## src/rtl/synth_pkg.sv

```systemverilog
`default_nettype none
// ============================================================================
// Package  : synth_pkg
// Summary  : Shared waveform codes, sequencer states and a clamp helper for
//            the multi-voice synthesiser.
// Revision : 1.0
// ============================================================================
package synth_pkg;

    localparam logic [1:0] WAVE_OFF    = 2'd0;
    localparam logic [1:0] WAVE_SQUARE = 2'd1;
    localparam logic [1:0] WAVE_SAW    = 2'd2;
    localparam logic [1:0] WAVE_TRI    = 2'd3;

    typedef enum logic [1:0] {
        IDLE  = 2'd0,
        SWEEP = 2'd1,
        DONE  = 2'd2
    } synth_state_t;

    // Clamp an unsigned value to the largest code representable in 'width' bits.
    function automatic logic [31:0] saturate(input logic [31:0] value, input int unsigned width);
        logic [31:0] limit;
        limit = (32'd1 << width) - 32'd1;
        return (value > limit) ? limit : value;
    endfunction

endpackage
`default_nettype wire

```

## src/rtl/audio_pwm_out.sv

```systemverilog
`default_nettype none
// ============================================================================
// Module   : audio_pwm_out
// Summary  : Free-running PWM frame counter, level latch and comparator;
//            flags the first cycle of every frame.
// Revision : 1.0
// ============================================================================
module audio_pwm_out #(
    parameter int SAMPLE_W = 8
) (
    input  logic                clk,
    input  logic                rst_n,
    input  logic                i_ena,
    input  logic [SAMPLE_W-1:0] i_sample,
    output logic                o_frame_start,
    output logic                o_pwm
);

    logic [SAMPLE_W-1:0] r_pwm_cnt;
    logic [SAMPLE_W-1:0] r_pwm_level;
    logic [SAMPLE_W-1:0] w_level;

    always_ff @(posedge clk or negedge rst_n) begin
        if (!rst_n) begin
            r_pwm_cnt   <= '0;
            r_pwm_level <= '0;
        end else if (i_ena) begin
            r_pwm_cnt <= r_pwm_cnt + SAMPLE_W'(1);
            if (r_pwm_cnt == '0)
                r_pwm_level <= i_sample;
        end
    end

    // The level latched at count 0 already governs count 0 itself, so a frame
    // holds the output high for exactly 'level' of its 2**SAMPLE_W cycles.
    assign w_level       = (r_pwm_cnt == '0) ? i_sample : r_pwm_level;
    assign o_frame_start = i_ena && (r_pwm_cnt == '0);
    assign o_pwm         = i_ena && (r_pwm_cnt < w_level);

endmodule
`default_nettype wire

```

## src/rtl/multi_voice_synth.sv

```systemverilog
`default_nettype none
// ============================================================================
// Module   : multi_voice_synth
// Summary  : NUM_VOICES phase-accumulator tone voices mixed once per PWM frame
//            through one shared datapath. Define ENVELOPE_EN for a decay envelope.
// Revision : 1.0
// ============================================================================
module multi_voice_synth
    import synth_pkg::*;
#(
    parameter  int NUM_VOICES = 4,
    parameter  int PHASE_W    = 16,
    parameter  int SAMPLE_W   = 8,
    parameter  int VOL_W      = 4,
    parameter  int ENV_DIV    = 64,
    localparam int VIDX_W     = (NUM_VOICES > 1) ? $clog2(NUM_VOICES) : 1
) (
    input  logic                clk,
    input  logic                rst_n,
    input  logic                ena,
    input  logic                play,
    input  logic                cfg_valid,
    output logic                cfg_ready,
    input  logic [VIDX_W-1:0]   cfg_voice,
    input  logic [1:0]          cfg_wave,
    input  logic [PHASE_W-1:0]  cfg_incr,
    input  logic [VOL_W-1:0]    cfg_vol,
    output logic [SAMPLE_W-1:0] sample_out,
    output logic                sample_strobe,
    output logic                pwm_out
);

    localparam int c_acc_w = SAMPLE_W + $clog2(NUM_VOICES) + 1;

    logic [PHASE_W-1:0]        r_phase [NUM_VOICES];
    logic [PHASE_W-1:0]        r_incr  [NUM_VOICES];
    logic [VOL_W-1:0]          r_vol   [NUM_VOICES];
    logic [1:0]                r_wave  [NUM_VOICES];
    synth_state_t              r_state;
    synth_state_t              w_state_nxt;
    logic [VIDX_W-1:0]         r_idx;
    logic [c_acc_w-1:0]        r_acc;
    logic [SAMPLE_W-1:0]       r_sample;
    logic                      r_strobe;
    logic                      w_frame_start;
    logic                      w_cfg_fire;
    logic [SAMPLE_W-1:0]       w_p;
    logic [SAMPLE_W-1:0]       w_wave_val;
    logic [SAMPLE_W-1:0]       w_term;
    logic [VOL_W-1:0]          w_vol_eff;
    logic [SAMPLE_W+VOL_W-1:0] w_prod;

    assign cfg_ready     = ena && (r_state != SWEEP);
    assign w_cfg_fire    = cfg_valid && cfg_ready && (int'(cfg_voice) < NUM_VOICES);
    assign sample_out    = r_sample;
    assign sample_strobe = r_strobe;

    audio_pwm_out #(
        .SAMPLE_W (SAMPLE_W)
    ) u_pwm (
        .clk           (clk),
        .rst_n         (rst_n),
        .i_ena         (ena),
        .i_sample      (r_sample),
        .o_frame_start (w_frame_start),
        .o_pwm         (pwm_out)
    );

    always_ff @(posedge clk or negedge rst_n) begin
        if (!rst_n)
            r_state <= IDLE;
        else if (ena)
            r_state <= w_state_nxt;
    end

    always_comb begin
        w_state_nxt = r_state;
        case (r_state)
            IDLE:    if (w_frame_start) w_state_nxt = SWEEP;
            SWEEP:   if (r_idx == VIDX_W'(NUM_VOICES - 1)) w_state_nxt = DONE;
            DONE:    w_state_nxt = IDLE;
            default: w_state_nxt = IDLE;
        endcase
    end

    // Waveform of the voice currently selected by the sweep index.
    always_comb begin
        w_wave_val = '0;
        w_p        = r_phase[r_idx][PHASE_W-1 -: SAMPLE_W];
        case (r_wave[r_idx])
            WAVE_SQUARE: w_wave_val = {SAMPLE_W{w_p[SAMPLE_W-1]}};
            WAVE_SAW:    w_wave_val = w_p;
            WAVE_TRI:    w_wave_val = w_p[SAMPLE_W-1] ? ~{w_p[SAMPLE_W-2:0], 1'b0}
                                                      :  {w_p[SAMPLE_W-2:0], 1'b0};
            default:     w_wave_val = '0;
        endcase
        w_prod = (SAMPLE_W+VOL_W)'(w_wave_val) * (SAMPLE_W+VOL_W)'(w_vol_eff);
        w_term = play ? SAMPLE_W'(w_prod >> VOL_W) : '0;
    end

`ifdef ENVELOPE_EN
    localparam int c_div_w = (ENV_DIV > 1) ? $clog2(ENV_DIV) : 1;

    logic [VOL_W-1:0]   r_env [NUM_VOICES];
    logic [c_div_w-1:0] r_env_cnt;
    logic [2*VOL_W-1:0] w_env_prod;

    assign w_env_prod = (2*VOL_W)'(r_vol[r_idx]) * (2*VOL_W)'(r_env[r_idx]);
    assign w_vol_eff  = VOL_W'(w_env_prod >> VOL_W);

    always_ff @(posedge clk or negedge rst_n) begin
        if (!rst_n) begin
            r_env_cnt <= '0;
            for (int v = 0; v < NUM_VOICES; v++)
                r_env[v] <= '0;
        end else if (ena) begin
            if (r_state == DONE) begin
                if (r_env_cnt == c_div_w'(ENV_DIV - 1)) begin
                    r_env_cnt <= '0;
                    for (int v = 0; v < NUM_VOICES; v++)
                        if (r_env[v] != '0)
                            r_env[v] <= r_env[v] - VOL_W'(1);
                end else begin
                    r_env_cnt <= r_env_cnt + c_div_w'(1);
                end
            end
            // A note-on restarts the decay, overriding a same-cycle decrement.
            if (w_cfg_fire && (cfg_wave != WAVE_OFF))
                r_env[cfg_voice] <= '1;
        end
    end
`else
    assign w_vol_eff = r_vol[r_idx];
`endif

    always_ff @(posedge clk or negedge rst_n) begin
        if (!rst_n) begin
            for (int v = 0; v < NUM_VOICES; v++) begin
                r_phase[v] <= '0;
                r_incr[v]  <= '0;
                r_vol[v]   <= '0;
                r_wave[v]  <= WAVE_OFF;
            end
            r_idx    <= '0;
            r_acc    <= '0;
            r_sample <= '0;
            r_strobe <= 1'b0;
        end else if (ena) begin
            r_strobe <= (r_state == DONE);
            case (r_state)
                SWEEP: begin
                    r_acc <= r_acc + c_acc_w'(w_term);
                    r_idx <= r_idx + VIDX_W'(1);
                    if (play && (r_wave[r_idx] != WAVE_OFF))
                        r_phase[r_idx] <= r_phase[r_idx] + r_incr[r_idx];
                end
                DONE: begin
                    r_sample <= play ? SAMPLE_W'(saturate(32'(r_acc), SAMPLE_W)) : '0;
                    r_acc    <= '0;
                end
                default: r_idx <= '0;
            endcase
            if (w_cfg_fire) begin
                r_wave[cfg_voice] <= cfg_wave;
                r_incr[cfg_voice] <= cfg_incr;
                r_vol[cfg_voice]  <= cfg_vol;
                if (cfg_wave != WAVE_OFF)
                    r_phase[cfg_voice] <= '0;
            end
            // Gating playback parks every voice at phase 0 so a restart is in sync.
            if (!play) begin
                for (int v = 0; v < NUM_VOICES; v++)
                    r_phase[v] <= '0;
                r_acc <= '0;
            end
        end
    end

endmodule
`default_nettype wire

```

## config.mk

```make
export PLATFORM = sky130hd
export DESIGN_NAME = multi_voice_synth
export DESIGN_NICKNAME = d
export VERILOG_FILES = /design/src/rtl/synth_pkg.sv /design/src/rtl/audio_pwm_out.sv /design/src/rtl/multi_voice_synth.sv
export SDC_FILE = /design/constraint.sdc
export NUM_CORES = 1
export LEC_CHECK = 0
export ABC_AREA = 1
export BUFFER_PORTS_ARGS = -buffer_cell sky130_fd_sc_hd__buf_2
export CAP_MARGIN = 20
export CORE_MARGIN = 4
export CORE_UTILIZATION = 45
export DETAILED_ROUTE_END_ITERATION = 16
export PLACE_DENSITY_LB_ADDON = 0.3
export SYNTH_ARGS = -nofsm -noshare
export SYNTH_HDL_FRONTEND = slang
export SYNTH_SLANG_ARGS = --single-unit
```

## constraint.sdc

```tcl
create_clock -name clk -period 12.8 [get_ports clk]
set_input_delay 1.92 -clock clk [delete_from_list [all_inputs] [get_ports clk]]
set_output_delay 1.92 -clock clk [all_outputs]
set_load 0.005 [all_outputs]
```

Yosys cells after proc, flatten, opt, wreduce, memory -nomap -nowiden
Cells that the tools add are included.
{"block": "classes", "n_reduce_logical": 16, "multipliers": 1, "muxes": 42, "eq_ne": 10, "addsub": 4, "order_cmp": 6, "bitwise": 6}
{"op": "two-way mux 64 bit", "n": 6}
{"op": "bitwise mux 64 bit", "n": 2}
{"op": "two-way mux 16 bit", "n": 6}
{"op": "AND 64 bit", "n": 1}
{"op": "binary-select mux 16 bit (select 2 bit)", "n": 2}
{"op": "demux 16 bit (select 2 bit)", "n": 2}
{"op": "inverter 64 bit", "n": 1}
{"op": "two-way mux 8 bit", "n": 5}
{"op": "one-hot mux 8 bit (3 select lines)", "n": 1}
{"op": "one-hot mux 11 bit (2 select lines)", "n": 1}
{"op": "adder 16 bit", "n": 1}
{"op": "bitwise mux 16 bit", "n": 1}
{"op": "multiplier 8 x 4 -> 12 bit", "n": 1}
{"op": "two-way mux 4 bit", "n": 3}
{"op": "adder 11 x 8 -> 11 bit", "n": 1}
{"op": "greater-than comparator 11 x 8 -> 1 bit (second input constant)", "n": 1}
{"op": "two-way mux 11 bit", "n": 1}
{"op": "two-way mux 2 bit", "n": 5}
{"op": "adder 8 x 1 -> 8 bit (second input constant)", "n": 1}
{"op": "binary-select mux 4 bit (select 2 bit)", "n": 1}
{"op": "bitwise mux 8 bit", "n": 1}
{"op": "demux 4 bit (select 2 bit)", "n": 1}
{"op": "== test 2 bit (second input constant)", "n": 4}
{"op": "zero test 8 bit", "n": 1}
{"op": "other kinds (19)", "n": 35}
{"block": "totals", "input_bits": 29, "regBits": 192, "output_inout_bits": 11, "word_cells": 108}

Logic depth before layout (Yosys ltp)
{"block": "logic_depth", "depth_word": 13, "depth_mapped": 36, "mapped_depth_nobuf": 36}

Cells and area by module
Synthesis repeated with hierarchy kept, for this count alone.
{"block": "unflattened", "hier_cells": 1501, "area_unflattened_um2": 11559.8}
{"module": "multi_voice_synth", "cells_per_inst": 1378, "area_per_inst_um2": 10520.1, "n_inst": 1, "seq_area_each_um2": 4404.2}
{"module": "audio_pwm_out", "cells_per_inst": 123, "area_per_inst_um2": 1039.7, "n_inst": 1, "seq_area_each_um2": 400.4}

Worst setup path after synthesis
No wires, ideal clock.
{"block": "synth_timing", "path_kind": "register to register", "startpoint": "register r_idx[0]", "endpoint": "register r_acc[9]", "stages_incl_launch_ff": 29, "t_arrival_ns": 5.012, "setup_slack_ns": 7.661, "cell_sequence": "dfrtp_1 inv_2 buf_6 buf_4 buf_2 nand2_1 a32o_1 or2_2 fa_1 fa_1 inv_1 ha_1 a21oi_1 nor2_1 a211oi_1 nand2_2 o21ai_0 a21oi_1 ha_1 nand2_1 nor2_1 a211oi_1 nor2_1 o21ai_0 nand2_1 nand2_1 nand2_1 a21oi_1 o21ai_0"}
{"block": "synth_between", "elab_chain_len": 12}
{"element": "start: declaration", "line": "multi_voice_synth.sv:41", "text": "logic [VIDX_W-1:0] r_idx;"}
{"element": "start signal: assignment", "line": "multi_voice_synth.sv:153", "text": "r_idx <= r_idx + VIDX_W'(1);"}
{"element": "inverter 2 -> 3 bit (implied by the code) (*)", "line": "multi_voice_synth.sv:89, multi_voice_synth.sv:90, multi_voice_synth.sv:133"}
{"element": "binary-select mux 16 bit (select 2 bit)", "line": "multi_voice_synth.sv:89", "text": "w_p = r_phase[r_idx][PHASE_W-1 -: SAMPLE_W];"}
{"element": "two-way mux 16 bit (implied by the code) (2 in series)", "line": "multi_voice_synth.sv:89"}
{"element": "inverter 8 bit", "line": "multi_voice_synth.sv:93", "text": "WAVE_TRI: w_wave_val = w_p[SAMPLE_W-1] ? ~{w_p[SAMPLE_W-2:0], 1'b0}"}
{"element": "two-way mux 8 bit", "line": "multi_voice_synth.sv:93"}
{"element": "one-hot mux 8 bit (3 select lines)", "line": "multi_voice_synth.sv:90", "text": "case (r_wave[r_idx])"}
{"element": "multiplier 8 x 4 -> 12 bit (*)", "line": "multi_voice_synth.sv:97", "text": "w_prod = (SAMPLE_W+VOL_W)'(w_wave_val) * (SAMPLE_W+VOL_W)'(w_vol_eff);"}
{"element": "two-way mux 8 bit (*)", "line": "multi_voice_synth.sv:98", "text": "w_term = play ? SAMPLE_W'(w_prod >> VOL_W) : '0;"}
{"element": "adder 11 x 8 -> 11 bit (*)", "line": "multi_voice_synth.sv:152", "text": "r_acc <= r_acc + c_acc_w'(w_term);"}
{"element": "one-hot mux 11 bit (2 select lines) (*)", "line": "multi_voice_synth.sv:150", "text": "case (r_state)"}
{"element": "two-way mux 11 bit (*)", "line": "multi_voice_synth.sv:171", "text": "if (!play) begin"}
{"element": "end signal: assignment", "line": "multi_voice_synth.sv:152"}
{"element": "end: declaration", "line": "multi_voice_synth.sv:42", "text": "logic [c_acc_w-1:0] r_acc;"}
Mark *: on every way between the ends. The rest lies on a longest branch, timed or not. The select of a mux whose other input is x is not followed.
A chain may end at the register's enable or synchronous reset.

Worst setup path after layout
Same ends and word-level chain as after synthesis.

==> impl_summary.txt <==
----------------------------------------------------
[Clocking]
  Clock sink total ... 192
  Cells resized by post-CTS repair ... 0
  Root buf cell ... clkbuf_16
  Clock tree from TritonCTS ... yes
  Number of buffers on the longest clock path ... 2
  Level count of the clock H-tree ... 4
  Number of CTS-inserted buffers ... 17
  Total of hold buffers inserted after clock tree synthesis ... 0
  Insertion delay to the later sink of the worst-skew pair ... 0.44 ns
  Setup Buffers After CTS ... 0
  Clock input transition at the sequential cells of the worst setup and hold paths ... 0.08 ns

[Synthesis]
  Share of the synthesized area in the top cell type ... a little over two fifths
  Register bit total from synthesis ... ~190
  Synth cell count leaders ... 312 x nand2_1, 242 x o21ai_0, 192 x dfrtp_1
  Count of unique library cells instantiated by Yosys ... 46
  Dominant cell by count in the synthesized netlist ... nand2_1
  Count of yosys warnings during synthesis ... 0
  Post-synthesis sequential area ratio ... 41.9%
  Number of synthesized flops with an enable pin ... 0
  Syn Area/Cell ... 7.91 um2
  Leading post-synthesis cells by cell area ... dfrtp_1 42%, o21ai_0 11%, nand2_1 10%
  Async set-or-reset flop fraction in the synthesized netlist ... 100%
  Cells after synthesis ... ~1,500
  Synthesized area ... 0.0115 mm2
  Cell type with the largest total area after synthesis ... dfrtp_1
  Commonest register cell after synthesis ... dfrtp_1
  Total nets after synthesis ... 1,543

[Timing]
  Maximum clock skew at final layout ... 0.0211 ns
  Final period utilization ... between 50% and 60%
  Max-slew violations ... 0
  # setup viols final ... 0
  Number of hold violations in the final report ... 0
  Worst slew margin relative to its limit ... 35.3%
  Measured slew at the worst slew-check pin ... 0.970 ns
  Peak Freq ... ~150 MHz
  Setup total negative slack ... 0 ns
  RSZ-0062 raised after global routing ... false
  Final period demand of the worst path ... about 6.6 ns

[Layout]
  Sequential cell area in the final layout ... between 0.004 and 0.005 mm2
  Share of cells above drive strength 1 ... approximately 10%
  Area growth from synthesis to layout ... 8.34%
  Area occupied by multi-input gates ... 0.00579 mm2
  Number of non-filler instances in the completed layout ... 1,794
  Number of filler cells placed in the layout ... around 2,400
  Diode count ... 0
  Layout Nets ... 1,543

[Die]
  Core region area ... 0.0251 mm2
  Die area ... 0.0281 mm2
  Site row count ... 58
  Number of ports placed on the die boundary ... 40
  Die Span X ... 168 um
  Initial core utilization ... 45.7%
  Die height ... 168 um

[Critical path]
  Worst Path Class, Setup ... register to register
  Worst-path fanout max ... 71
  Startpoint type of the worst setup path ... register
  Reg2Reg Launch Point ... r_idx[0]
  Most numerous cell on the critical path ... nand2_1
  Endpoint of the worst-slack reg-to-reg timing path ... r_acc[9]
  Largest incremental delay on the critical path ... 0.65 ns
  Path depth of the worst reg2reg path ... 35
  Critical path arrival ... around 6.9 ns
  CP max-delay cell ... buf_4
  Type of destination of the critical path ... register
  Reg2Reg Setup Slack ... just over 6 ns
  Data required, critical path ... 13.16 ns

[Power]
  Leakage power ... 0.00593 uW
  P per Cell Area ... approximately 120 mW/mm2
  IR Drop Worst-Case VDD ... 0.0815 mV

[Routing]
  Number of vias in the routed layout ... 9,726
  Wire per inst ... between 15 and 20 um
  Via density per instance ... 5.42
  Routed WL ... 27,600 um
  Remaining DRCs ... 0
  Number of violations reported at the end of detailed-routing iteration 0 ... between 700 and 800
  DRT antenna net count ... 0
  Router iterations before antenna repair ... 5

[GRT]
  Overall global routing resource usage ... 20.0%
  Via count of the first global-routing pass ... 9,382
  Largest net degree at the start of global routing ... 72
  Antenna violations before repair ... 0
  First-pass GRT wire length ... 46,600 um
  Total gr overflow ... 0

[Min path]
  Min-delay src ... r_incr[27]
  Worst Hold End ... r_incr[27]
  Path category of the worst min-delay check ... register to register
  Count of cells along the worst hold path ... 2

[Run]
  Number of max-cap violations ... 0

[Run status]
  Result of the run ... finished, final reports clean

[Place]
  Placed cells ... 1,762
  DP Wirelength ... roughly 18,000 um
  Count of input and output buffers ... 39
  Routability congestion estimate from global placement ... approximately 0.84

----------------------------------------------------
stage by stage:
stage / cell area (um2) / hold slack [ns] / util (%) / setup WS [ns] / power, uW
after floorplan: 11500 / 0.445 / - / 7.66 / 889
after global placement: 11800 / 0.461 / 47.1 / 6.47 / 959
after detailed placement: 11800 / 0.468 / 47.1 / 6.29 / 969
after CTS: 12400 / 0.487 / 49.5 / 6.28 / 1520
after global routing: 12400 / 0.505 / 49.5 / 5.59 / 1590
final: 12400 / 0.483 / 49.5 / 6.23 / 1510
sequential cells by signal, summed over array words and instances, names as in the netlist:
name,cells
r_incr,64
u_pwm.r_pwm_level,8
u_pwm.r_pwm_cnt,8
r_wave,8
r_phase,64
sample_out,8
r_acc,11
r_idx,2
r_state,2
sample_strobe,1
r_vol,16
cells in the final DEF (no fill, tap or decap), types with 16 or more instances in the layout:
master     netlist  final
o211ai_1        31     31
nor2_1         112    112
nand2_2         16     16
buf_2           12     39
dfrtp_1        192    191
o22ai_1         30     30
nand2_1        312    312
o21ai_0        242    242
clkbuf_16        0     17
ha_1            50     50
inv_1          134    134
a21oi_1         84     84
nand3_1         46     46
critical path: cells and delay by family, from the launching register on:
family	cells	cell delay [ns]
and+or+nand+nor	18	1.90
adders and majority gates	4	1.63
buffers and inverters	6	1.29
AOI/OAI and AO/OA	7	1.22
DFF	1	0.39
report_power, final:
group / leakage, uW / internal (uW) / switching (uW) / total [uW]
logic: 0.00311 / 83.2 / 151 / 235
clock network: 0.000299 / 268 / 280 / 548
registers: 0.00252 / 676 / 46.9 / 723
total: 0.00593 / 1030 / 478 / 1510
how the worst max path moves through the flow:
| stage | startpoint | endpoint | slack, ns | cells past startpoint |
|---|---|---|---|---|
| after global placement | r_idx[0] | r_acc[9] | 6.47 | 35 |
| after global routing | r_idx[0] | r_acc[9] | 5.59 | 36 |
| after floorplan | r_idx[0] | r_acc[9] | 7.66 | 28 |
| after detailed placement | r_idx[0] | r_acc[9] | 6.29 | 35 |
| final | r_idx[0] | r_acc[9] | 6.23 | 35 |
| after CTS | r_idx[0] | r_acc[9] | 6.28 | 35 |
per-layer routing:
| layer | share of wire (%) | up-vias | GRT usage [%] |
|---|---|---|---|
| met5 | 0 | - | 0 |
| met4 | 1.6 | 0 | 5.65 |
| met3 | 4.1 | 34 | 2.95 |
| met2 | 46 | 207 | 31.8 |
| met1 | 49 | 4645 | 28.6 |
| li1 | - | 4840 | - |
cell families (layout without fill, tap and decap cells):
kind of cell             Yosys count  in the layout  synth area share [%]
flip-flops                       192            192                  41.9
AND/OR/NAND/NOR                  531            531                  20.3
buffers and inverters            212            225                  7.70
adder cells (fa/ha/maj)           63             63                  7.72
XOR/XNOR                          22             22                  1.68
AO/OA/AOI/OAI                    431            431                  20.7
area by class of cell:
type / instances / area share [%]
clock buffer: 17 / 3.42
clock inverter: 15 / 1.47
inverter: 146 / 4.48
multi-input combinational: 1047 / 46.6
sequential: 192 / 38.7
tap: 330 / 3.32
timing repair buffer: 47 / 2.10
Power figures use the tool's default switching activity.
